### src/rtl/spi_share_pkg.sv
// Shared types and constants for the two-requester SPI byte engine.
package spi_share_pkg;

    typedef enum logic [1:0] {
        IDLE  = 2'd0,
        SHIFT = 2'd1,
        DONE  = 2'd2
    } state_t;

    localparam int PHASES  = 16;
    localparam int PHASE_W = $clog2(PHASES);
    localparam int NUM_REQ = 2;

endpackage

### src/rtl/spi_share_if.sv
// Requester-side bus of spi_share_ctrl: divider, two request/hold/data channels, acks and busy.
interface spi_share_if;

    logic [7:0] divisor;
    logic       req0;
    logic       req1;
    logic       hold0;
    logic       hold1;
    logic [7:0] d0;
    logic [7:0] d1;
    logic [7:0] q0;
    logic [7:0] q1;
    logic       ack0;
    logic       ack1;
    logic       busy;

    modport slave (
        input  divisor, req0, req1, hold0, hold1, d0, d1,
        output q0, q1, ack0, ack1, busy
    );

    modport master (
        output divisor, req0, req1, hold0, hold1, d0, d1,
        input  q0, q1, ack0, ack1, busy
    );

endinterface

### src/rtl/spi_share_shifter.sv
// SPI mode-0 byte shifter: 16 half-period phases of (div+1) clocks, MSB first.
// A single register shifts the transmit byte out of its top and miso into its bottom.
module spi_share_shifter
    import spi_share_pkg::*;
(
    input  logic       clk,
    input  logic       reset,
    input  logic       start,
    input  logic [7:0] div,
    input  logic [7:0] din,
    input  logic       miso,
    output logic       sclk,
    output logic       mosi,
    output logic [7:0] dout,
    output logic       done
);

    localparam logic [PHASE_W-1:0] PHASE_LAST = PHASE_W'(PHASES - 1);

    logic               active_q;
    logic               sclk_q;
    logic               mosi_q;
    logic [PHASE_W-1:0] phase_q;
    logic [7:0]         cnt_q;
    logic [7:0]         div_q;
    logic [7:0]         sr_q;

    always_ff @(posedge clk) begin
        if (reset) begin
            active_q <= 1'b0;
            sclk_q   <= 1'b0;
            mosi_q   <= 1'b1;
            phase_q  <= '0;
            cnt_q    <= '0;
        end else if (start) begin
            active_q <= 1'b1;
            div_q    <= div;
            sr_q     <= din;
            mosi_q   <= din[7];
            sclk_q   <= 1'b0;
            phase_q  <= '0;
            cnt_q    <= '0;
        end else if (active_q) begin
            if (cnt_q == div_q) begin
                cnt_q <= '0;
                if (phase_q == PHASE_LAST) begin
                    active_q <= 1'b0;
                    sclk_q   <= 1'b0;
                    mosi_q   <= 1'b1;
                end else begin
                    phase_q <= phase_q + 1'b1;
                    // Even phase ending means a rising edge: the bit on mosi leaves, miso enters.
                    if (!phase_q[0]) begin
                        sclk_q <= 1'b1;
                        sr_q   <= {sr_q[6:0], miso};
                    end else begin
                        sclk_q <= 1'b0;
                        mosi_q <= sr_q[7];
                    end
                end
            end else begin
                cnt_q <= cnt_q + 8'd1;
            end
        end
    end

    assign sclk = sclk_q;
    assign mosi = mosi_q;
    assign dout = sr_q;
    assign done = active_q && (phase_q == PHASE_LAST) && (cnt_q == div_q);

endmodule

### src/rtl/spi_share_ctrl.sv
// Arbitrated SPI byte engine sharing one SD-card port between the CPU (0) and the boot loader (1).
// Define SPI_SHARE_LOCK_TIMEOUT_EN to force-release an idle lock after LOCK_TIMEOUT cycles.
module spi_share_ctrl
    import spi_share_pkg::*;
#(
    parameter int unsigned LOCK_TIMEOUT = 65535
) (
    input  logic        clk,
    input  logic        reset,
    spi_share_if.slave  bus,
    output logic        spi_clk,
    output logic        spi_mosi,
    input  logic        spi_miso,
    output logic        spi_cs
);

    state_t             state_q;
    logic               lock_q;
    logic               last_q;
    logic               gnt_q;
    logic               cs_q;
    logic               ack0_q;
    logic               ack1_q;
    logic [7:0]         q0_q;
    logic [7:0]         q1_q;

    logic [NUM_REQ-1:0] req_v;
    logic [NUM_REQ-1:0] hold_v;
    logic               start_d;
    logic               pick_d;
    logic [7:0]         din_d;
    logic [7:0]         sh_dout;
    logic               sh_done;

`ifdef SPI_SHARE_LOCK_TIMEOUT_EN
    logic [31:0]        lock_cnt_q;
`else
    logic [31:0]        unused_lock_timeout;
    assign unused_lock_timeout = LOCK_TIMEOUT;
`endif

    assign req_v  = {bus.req1, bus.req0};
    assign hold_v = {bus.hold1, bus.hold0};
    assign din_d  = pick_d ? bus.d1 : bus.d0;

    // A held lock hides the other requester; otherwise a tie goes to whoever was not served last.
    always_comb begin
        start_d = 1'b0;
        pick_d  = gnt_q;
        if (state_q == IDLE) begin
            if (lock_q) begin
                start_d = req_v[gnt_q];
            end else if (&req_v) begin
                start_d = 1'b1;
                pick_d  = ~last_q;
            end else if (req_v[0]) begin
                start_d = 1'b1;
                pick_d  = 1'b0;
            end else if (req_v[1]) begin
                start_d = 1'b1;
                pick_d  = 1'b1;
            end
        end
    end

    always_ff @(posedge clk) begin
        if (reset) begin
            state_q <= IDLE;
            lock_q  <= 1'b0;
            last_q  <= 1'b1;
            gnt_q   <= 1'b0;
            cs_q    <= 1'b1;
            ack0_q  <= 1'b0;
            ack1_q  <= 1'b0;
            q0_q    <= '0;
            q1_q    <= '0;
`ifdef SPI_SHARE_LOCK_TIMEOUT_EN
            lock_cnt_q <= '0;
`endif
        end else begin
            ack0_q <= 1'b0;
            ack1_q <= 1'b0;
            case (state_q)
                IDLE: begin
                    if (start_d) begin
                        state_q <= SHIFT;
                        gnt_q   <= pick_d;
                        last_q  <= pick_d;
                        cs_q    <= 1'b0;
`ifdef SPI_SHARE_LOCK_TIMEOUT_EN
                        lock_cnt_q <= '0;
`endif
                    end else if (lock_q && !hold_v[gnt_q]) begin
                        lock_q <= 1'b0;
                        cs_q   <= 1'b1;
                    end
`ifdef SPI_SHARE_LOCK_TIMEOUT_EN
                    else if (lock_q) begin
                        if (lock_cnt_q >= (LOCK_TIMEOUT - 32'd1)) begin
                            lock_q <= 1'b0;
                            cs_q   <= 1'b1;
                        end else begin
                            lock_cnt_q <= lock_cnt_q + 32'd1;
                        end
                    end
`endif
                end
                SHIFT: begin
                    if (sh_done) begin
                        state_q <= DONE;
                        if (gnt_q) begin
                            ack1_q <= 1'b1;
                            q1_q   <= sh_dout;
                        end else begin
                            ack0_q <= 1'b1;
                            q0_q   <= sh_dout;
                        end
                    end
                end
                DONE: begin
                    state_q <= IDLE;
                    if (hold_v[gnt_q]) begin
                        lock_q <= 1'b1;
                    end else begin
                        lock_q <= 1'b0;
                        cs_q   <= 1'b1;
                    end
`ifdef SPI_SHARE_LOCK_TIMEOUT_EN
                    // The ack cycle counts as the first idle cycle of the holder.
                    lock_cnt_q <= 32'd1;
`endif
                end
                default: state_q <= IDLE;
            endcase
        end
    end

    spi_share_shifter u_shifter (
        .clk   (clk),
        .reset (reset),
        .start (start_d),
        .div   (bus.divisor),
        .din   (din_d),
        .miso  (spi_miso),
        .sclk  (spi_clk),
        .mosi  (spi_mosi),
        .dout  (sh_dout),
        .done  (sh_done)
    );

    assign spi_cs   = cs_q;
    assign bus.ack0 = ack0_q;
    assign bus.ack1 = ack1_q;
    assign bus.q0   = q0_q;
    assign bus.q1   = q1_q;
    assign bus.busy = (state_q != IDLE) || lock_q;

endmodule
### src/flat_wrapper.sv
// flat-port wrapper written by rule: the top's interface ports become plain ports
module spi_share_ctrl_flat import spi_share_pkg::*;
#(
    parameter int unsigned LOCK_TIMEOUT = 65535
)
  (clk, reset, spi_clk, spi_mosi, spi_miso, spi_cs, bus_divisor, bus_req0, bus_req1, bus_hold0, bus_hold1, bus_d0, bus_d1, bus_q0, bus_q1, bus_ack0, bus_ack1, bus_busy);
  spi_share_if bus_i ();
  input  logic clk;
  input  logic reset;
  output logic spi_clk;
  output logic spi_mosi;
  input  logic spi_miso;
  output logic spi_cs;
  input wire logic [$bits(bus_i.divisor)-1:0] bus_divisor;
  input wire logic [$bits(bus_i.req0)-1:0] bus_req0;
  input wire logic [$bits(bus_i.req1)-1:0] bus_req1;
  input wire logic [$bits(bus_i.hold0)-1:0] bus_hold0;
  input wire logic [$bits(bus_i.hold1)-1:0] bus_hold1;
  input wire logic [$bits(bus_i.d0)-1:0] bus_d0;
  input wire logic [$bits(bus_i.d1)-1:0] bus_d1;
  output wire logic [$bits(bus_i.q0)-1:0] bus_q0;
  output wire logic [$bits(bus_i.q1)-1:0] bus_q1;
  output wire logic [$bits(bus_i.ack0)-1:0] bus_ack0;
  output wire logic [$bits(bus_i.ack1)-1:0] bus_ack1;
  output wire logic [$bits(bus_i.busy)-1:0] bus_busy;
  assign bus_i.divisor = bus_divisor;
  assign bus_i.req0 = bus_req0;
  assign bus_i.req1 = bus_req1;
  assign bus_i.hold0 = bus_hold0;
  assign bus_i.hold1 = bus_hold1;
  assign bus_i.d0 = bus_d0;
  assign bus_i.d1 = bus_d1;
  assign bus_q0 = bus_i.q0;
  assign bus_q1 = bus_i.q1;
  assign bus_ack0 = bus_i.ack0;
  assign bus_ack1 = bus_i.ack1;
  assign bus_busy = bus_i.busy;
  spi_share_ctrl #(.LOCK_TIMEOUT(LOCK_TIMEOUT)) u_core (.clk(clk), .reset(reset), .bus(bus_i), .spi_clk(spi_clk), .spi_mosi(spi_mosi), .spi_miso(spi_miso), .spi_cs(spi_cs));
endmodule
### config.mk
export PLATFORM = sky130hd
export DESIGN_NAME = spi_share_ctrl_flat
export DESIGN_NICKNAME = d
export VERILOG_FILES = /design/src/rtl/spi_share_pkg.sv /design/src/rtl/spi_share_if.sv /design/src/rtl/spi_share_shifter.sv /design/src/rtl/spi_share_ctrl.sv /design/src/flat_wrapper.sv
export SDC_FILE = /design/constraint.sdc
export NUM_CORES = 1
export LEC_CHECK = 0
export ABC_CLOCK_PERIOD_IN_PS = 2900
export CORE_MARGIN = 3
export CORE_UTILIZATION = 40
export DETAILED_ROUTE_END_ITERATION = 8
export GPL_TIMING_DRIVEN = 1
export PLACE_DENSITY_LB_ADDON = 0.05
export REMOVE_ABC_BUFFERS = 1
export SETUP_SLACK_MARGIN = 0.02
export SYNTH_ARGS = -nofsm -noshare
export SYNTH_HDL_FRONTEND = slang
export SYNTH_SLANG_ARGS = --single-unit
### constraint.sdc
create_clock -name clk -period 2.9 [get_ports clk]
set_input_delay 0.58 -clock clk [delete_from_list [all_inputs] [get_ports clk]]
set_output_delay 0.58 -clock clk [all_outputs]
set_load 0.05 [all_outputs]
# Yosys cells after proc, flatten, opt, wreduce, memory -nomap -nowiden
# Cells that the tools add are included.
[classes]
div_mod_pow = 0
muxes = 45
n_lt_le_gt_ge = 1
shift = 0
reduce_logical = 25
bitwise_logic = 6
mul = 0
eq_ne = 12
n_addsub = 2
[ops]
columns = ["operator", "count"]
rows = [
  ["two-way mux 8 bit", 7],
  ["two-way mux 1 bit", 33],
  ["AND reduction 3 bit", 6],
  ["AND reduction 2 bit", 5],
  ["adder 8 x 1 -> 8 bit, second input constant", 1],
  ["equality test 8 bit", 1],
  ["inequality test 2 x 1 -> 1 bit, second input constant", 4],
  ["nonzero test 2 bit", 4],
  ["inequality test 2 bit, second input constant", 3],
  ["NOT 1 bit", 6],
  ["AND reduction 5 bit", 1],
  ["adder 4 x 1 -> 4 bit, second input constant", 1],
  ["equality test 4 bit, second input constant", 1],
  ["two-way mux 2 bit", 2],
  ["one-hot mux 1 bit (2 select lines)", 2],
  ["one-hot mux 2 bit (2 select lines)", 1],
  ["logical AND 1 bit", 3],
  ["inequality test 3 x 2 -> 1 bit, second input constant", 1],
  ["nonzero test 3 bit", 1],
  ["OR reduction 3 bit", 1],
  ["equality test 2 x 1 -> 1 bit, second input constant", 1],
  ["equality test 2 bit, second input constant", 1],
  ["zero test 2 bit", 1],
  ["less-than comparator 1 x 2 -> 1 bit, second input constant", 1],
  ["3 further kinds", 3],
]
[word_totals]
mem_bits_ro = 0
out_inout_bits = 22
mem_bits_rw = 0
n_memories = 0
regBits = 55
latch_bits = 0

# Logic depth before layout (Yosys ltp)
[logic_depth]
word_depth = 7
depth_mapped = 8
depth_no_buf = 6

# Hierarchy
# From an unflattened synthesis, not the netlist that was laid out.
[hier_totals]
hier_cells = 240
area_unflattened_um2 = 2434.8
[by_module_without_submodules]
columns = ["mod", "cells_per_inst", "area_each_um2", "seq_area_each_um2", "n_inst"]
rows = [
  ["spi_share_shifter", 117, 1371.3, 780.7, 1],
  ["spi_share_ctrl", 123, 1063.5, 480.5, 1],
]

# Least setup slack after synthesis
# Ideal clock, no wire load.
[synth_timing]
kind = "input-to-reg"
start = "input port bus_req0"
end = "register u_core.u_shifter.sr_q[0] (netlist: u_core.u_shifter.dout[0]) (enable)"
required_time_ps = 2525
setup_ps = 375
slack_ps = 840
cell_stages = 4
t_arrival_ps = 1685
n_path_buf = 1
path_cell_list = "a21boi_1 o221ai_1 clkbuf_1 a21oi_1"
[synth_between]
elab_chain_len = 6
[synth_rtl]
columns = ["element", "line", "rtl"]
rows = [
  ["start, declared", "flat_wrapper.sv:15", "input wire logic [$bits(bus_i.req0)-1:0] bus_req0;"],
  ["two-way mux 1 bit (tied with other cells)", "spi_share_ctrl.sv:56", "end else if (req_v[0]) begin"],
  ["two-way mux 1 bit (on tied branches)", "spi_share_ctrl.sv:53, spi_share_ctrl.sv:52", ""],
  ["two-way mux 1 bit *", "spi_share_ctrl.sv:51", "if (lock_q) begin"],
  ["two-way mux 1 bit *", "spi_share_ctrl.sv:50", "if (state_q == IDLE) begin"],
  ["inequality test 2 x 1 -> 1 bit (no source line) / nonzero test 2 bit (equally long branches)", "n/a", ""],
  ["AND reduction 5 bit (no source line) *", "n/a", ""],
  ["end signal, assigned", "spi_share_shifter.sv:38", "sr_q <= din;"],
  ["end signal, assigned", "spi_share_shifter.sv:55", "sr_q <= {sr_q[6:0], miso};"],
  ["end, declared", "spi_share_shifter.sv:26", "logic [7:0] sr_q;"],
]
# Every way passes the cells marked *; elsewhere a longest branch is shown, timed or not. The select of a mux whose other input is x is not followed.
# A chain may end at the register's enable or synchronous reset.

# Final worst setup path
[layout_timing]
start = "register u_core.state_q[0]"
end = "output port bus_busy"
[layout_between]
elab_chain_len = 2
[layout_rtl]
columns = ["element", "line", "rtl"]
rows = [
  ["start, declared", "spi_share_ctrl.sv:17", "state_t state_q;"],
  ["start signal, assigned", "spi_share_ctrl.sv:68", "state_q <= IDLE;"],
  ["start signal, assigned", "spi_share_ctrl.sv:86", "state_q <= SHIFT;"],
  ["start signal, assigned", "spi_share_ctrl.sv:110", "state_q <= DONE;"],
  ["nonzero test 2 bit", "spi_share_ctrl.sv:156", "assign bus.busy = (state_q != IDLE) || lock_q;"],
  ["logical OR 1 bit", "spi_share_ctrl.sv:156", ""],
  ["end, declared", "flat_wrapper.sv:25", "output wire logic [$bits(bus_i.busy)-1:0] bus_busy;"],
]
# No other way between the ends.

==> summary.txt <==
Slew Limit Headroom: 0.538
Peak Freq: 0.429 GHz
CP max stage cell: clkdlybuf4s50_1
Final Skew: 9.98 ps
most common cell after layout, fill and taps aside: clkdlybuf4s50_1
Gate power share: 0.127
min cycle time layout: 2330 ps
GRT Total Usage: 0.158
top_reg_cell synth: dfxtp_1
register bit total from synthesis: 55
setup bufs post-CTS: 0
number of CTS-inserted buffers: 5
Mapped Area: 2440 um^2
Worst Hold End: u_core.u_shifter.sclk
clock tree sinks: 55
R2R setup slack: 680 ps
Detailed Place HPWL: 4010 um
initial antenna violation count: 0
Max-Cap Viols: 0
run status: finished clean
worst-path cell chain: nor3_1 > inv_1 > clkdlybuf4s50_1
Pint: 1.10 mW
post_cts resized: 0
Final TNS setup: 0 ps
EDFF count, synth: 16
Congestion Overflow GR: 0
critical path capture point type: primary output
ys async rst share: 0
max incr delay on CP: 700 ps
DR top layer: met4
worst hold stages: 2
n_diodes: 0
cell row count: 27
clock buffer depth: 2
pin count of the biggest net entering global routing: 20
FILL cells: 540
Die W: 84.1 um
vias in the first global route: 1866
CP max FO: 8
Final Max Tran Viols: 0
critical path arrival: 1750 ps
clk_lat worst skew: 320 ps
core box area: 5710 um^2
Worst path top cell family by delay: buffers and inverters
area grow syn2layout: 29.5%
post-synthesis average cell area: 10.3 um^2
Routed WL: 5370 um
clock slew at the register clock pins of the worst setup and hold paths: 100 ps
Startpoint Class: flop
worst slew pin tran: 687 ps
multi-input logic area: 1120 um^2
routability cong.: 0.759
Switch Pwr: 392 uW
crit path from: u_core.state_q[0]
met2 wire len: 2330 um
1st-pass router iterations: 4
Ports: 53
PD cells: 471 nW/um^2
met1 WL: 2640 um
Final Instance Count excl. Fillers: 365
final setup fails: 0
sequential standard cell area: 1260 um^2
clock network power share: 0.304
FF-to-FF Start: u_core.u_shifter.phase_q[0]
Fin. Hold Viols: 0
proportion of layout cells with a drive suffix above 1: 0.0887
Hold Buf Count CTS: 0
worst reg2reg path endpoint: u_core.bus.q0[2]
crit path kind: reg2out
Worst R2R Path Depth: 6
P_leak: 1.18 nW
Detail Route met3 WL: 349 um
final hold slack: 461 ps
total die area: 7070 um^2
Starting Density: 0.427
Tcrit/Tclk final: 0.803
yosys warns: 0
part of the power in registers: 0.569
Antenna Violating Nets Remaining: 0
PortBufs: 52
Hold Path Class: reg2reg
nets@finish: 325
Cells after Synth: 236
hold path startpoint: u_core.u_shifter.sclk
first-pass GRT wire length: 9020 um
Chip Height: 84.1 um
DR vias: 1883
unrepaired setup endpoints after global routing: no
TritonCTS clock tree: built
Synth cell types: 51
WP data required: 2320 ps
worst vdd ir: 242 uV
average via count per standard cell: 5.16
Net Sw Frac: 0.264
placed cell count: 357
Post-route DRC: 0
depth of the CTS H-tree: 2
Buf/Inv on CP: 2
First DRT Iteration DRCs: 60
sequential-to-total area share from yosys stat: 0.517
commonest cells after routing, fill and taps aside: 52 x clkdlybuf4s50_1, 39 x dfxtp_1, 35 x nor2_1
cell chosen for the clock root: clkbuf_8
routed wire length per instance: 14.7 um
[through the flow]
step                      utilization  instance area (um^2)  setup WS, ps  power, mW
after CTS                       0.554                  3160           551       1.50
after global placement          0.537                  3070           324       1.05
after floorplan                     -                  2380           485      0.956
after global routing            0.554                  3160           490       1.55
final                           0.554                  3160           571       1.49
after detailed placement        0.537                  3070           277       1.06
[synth_stat cells (all sizes together) (3+ instances only)]
| library cell | n | area, um^2 |
|---|---|---|
| nand4 | 4 | 46.3 |
| nand3 | 4 | 20.0 |
| nor3 | 4 | 25.0 |
| nand2b | 6 | 37.5 |
| o21ai | 11 | 55.1 |
| xnor2 | 12 | 113 |
| nor2 | 35 | 131 |
| clkbuf | 8 | 30.0 |
| mux2i | 25 | 250 |
| a21oi | 8 | 40.0 |
| nor4 | 3 | 33.8 |
| nand2 | 21 | 78.8 |
| edfxtp | 16 | 480 |
| dfxtp | 39 | 781 |
| buf | 4 | 28.8 |
| and3 | 3 | 20.0 |
[power groups by stage]
stage                     logic (mW)  clock network (mW)  registers, mW
after floorplan               0.0893                   0          0.867
after global placement         0.187                   0          0.865
after detailed placement       0.191                   0          0.866
after CTS                      0.191               0.464          0.848
after global routing           0.207               0.496          0.852
final                          0.189               0.452          0.847
[final cells by class]
| class | count | area share |
|---|---|---|
| Sequential cell | 55 | 0.399 |
| Multi-Input combinational cell | 167 | 0.354 |
| Timing Repair Buffer | 61 | 0.186 |
| Tap cell | 72 | 0.0285 |
| Clock buffer | 5 | 0.0218 |
| Clock inverter | 3 | 0.00831 |
| Inverter | 2 | 0.00238 |
[sequential cells by signal (all words and copies together), names as in the netlist, 2 cells and up]
register / flops
u_core.u_shifter.cnt_q: 8
u_core.u_shifter.dout: 8
u_core.bus.q0: 8
u_core.u_shifter.phase_q: 4
u_core.state_q: 2
u_core.u_shifter.div_q: 8
u_core.bus.q1: 8
[worst reg2reg max path, delay by kind of cell, from the launching register on]
| kind | cells | cell delay, ps |
|---|---|---|
| mux | 1 | 250 |
| flops | 1 | 440 |
| fa+ha+maj | 1 | 240 |
| simple gates | 4 | 1190 |
[cell families after synthesis]
family | after synthesis | share of synthesized area
AO/OA/AOI/OAI | 33 | 0.0872
XOR/XNOR | 14 | 0.0533
adder cells (fa/ha/maj) | 2 | 0.0103
buffers and inverters | 14 | 0.0272
flip-flops | 55 | 0.517
multiplexers | 26 | 0.107
AND/OR/NAND/NOR | 92 | 0.198
[layer usage]
metal  track usage  vias up
met1         0.216      878
met2         0.243       52
li1              -      948
met3        0.0573        5
met5             0        -
met4        0.0307        0
[worst max path at each step]
stage	endpoint	cells after the start
6_report	bus_busy	3
5_1_grt	bus_busy	3
4_1_cts	bus_busy	3
3_5_place_dp	u_core.u_shifter.dout[7]	6
3_3_place_gp	u_core.u_shifter.dout[7]	6
2_1_floorplan	u_core.u_shifter.dout[7]	4
(Power assumes the default switching activity.)
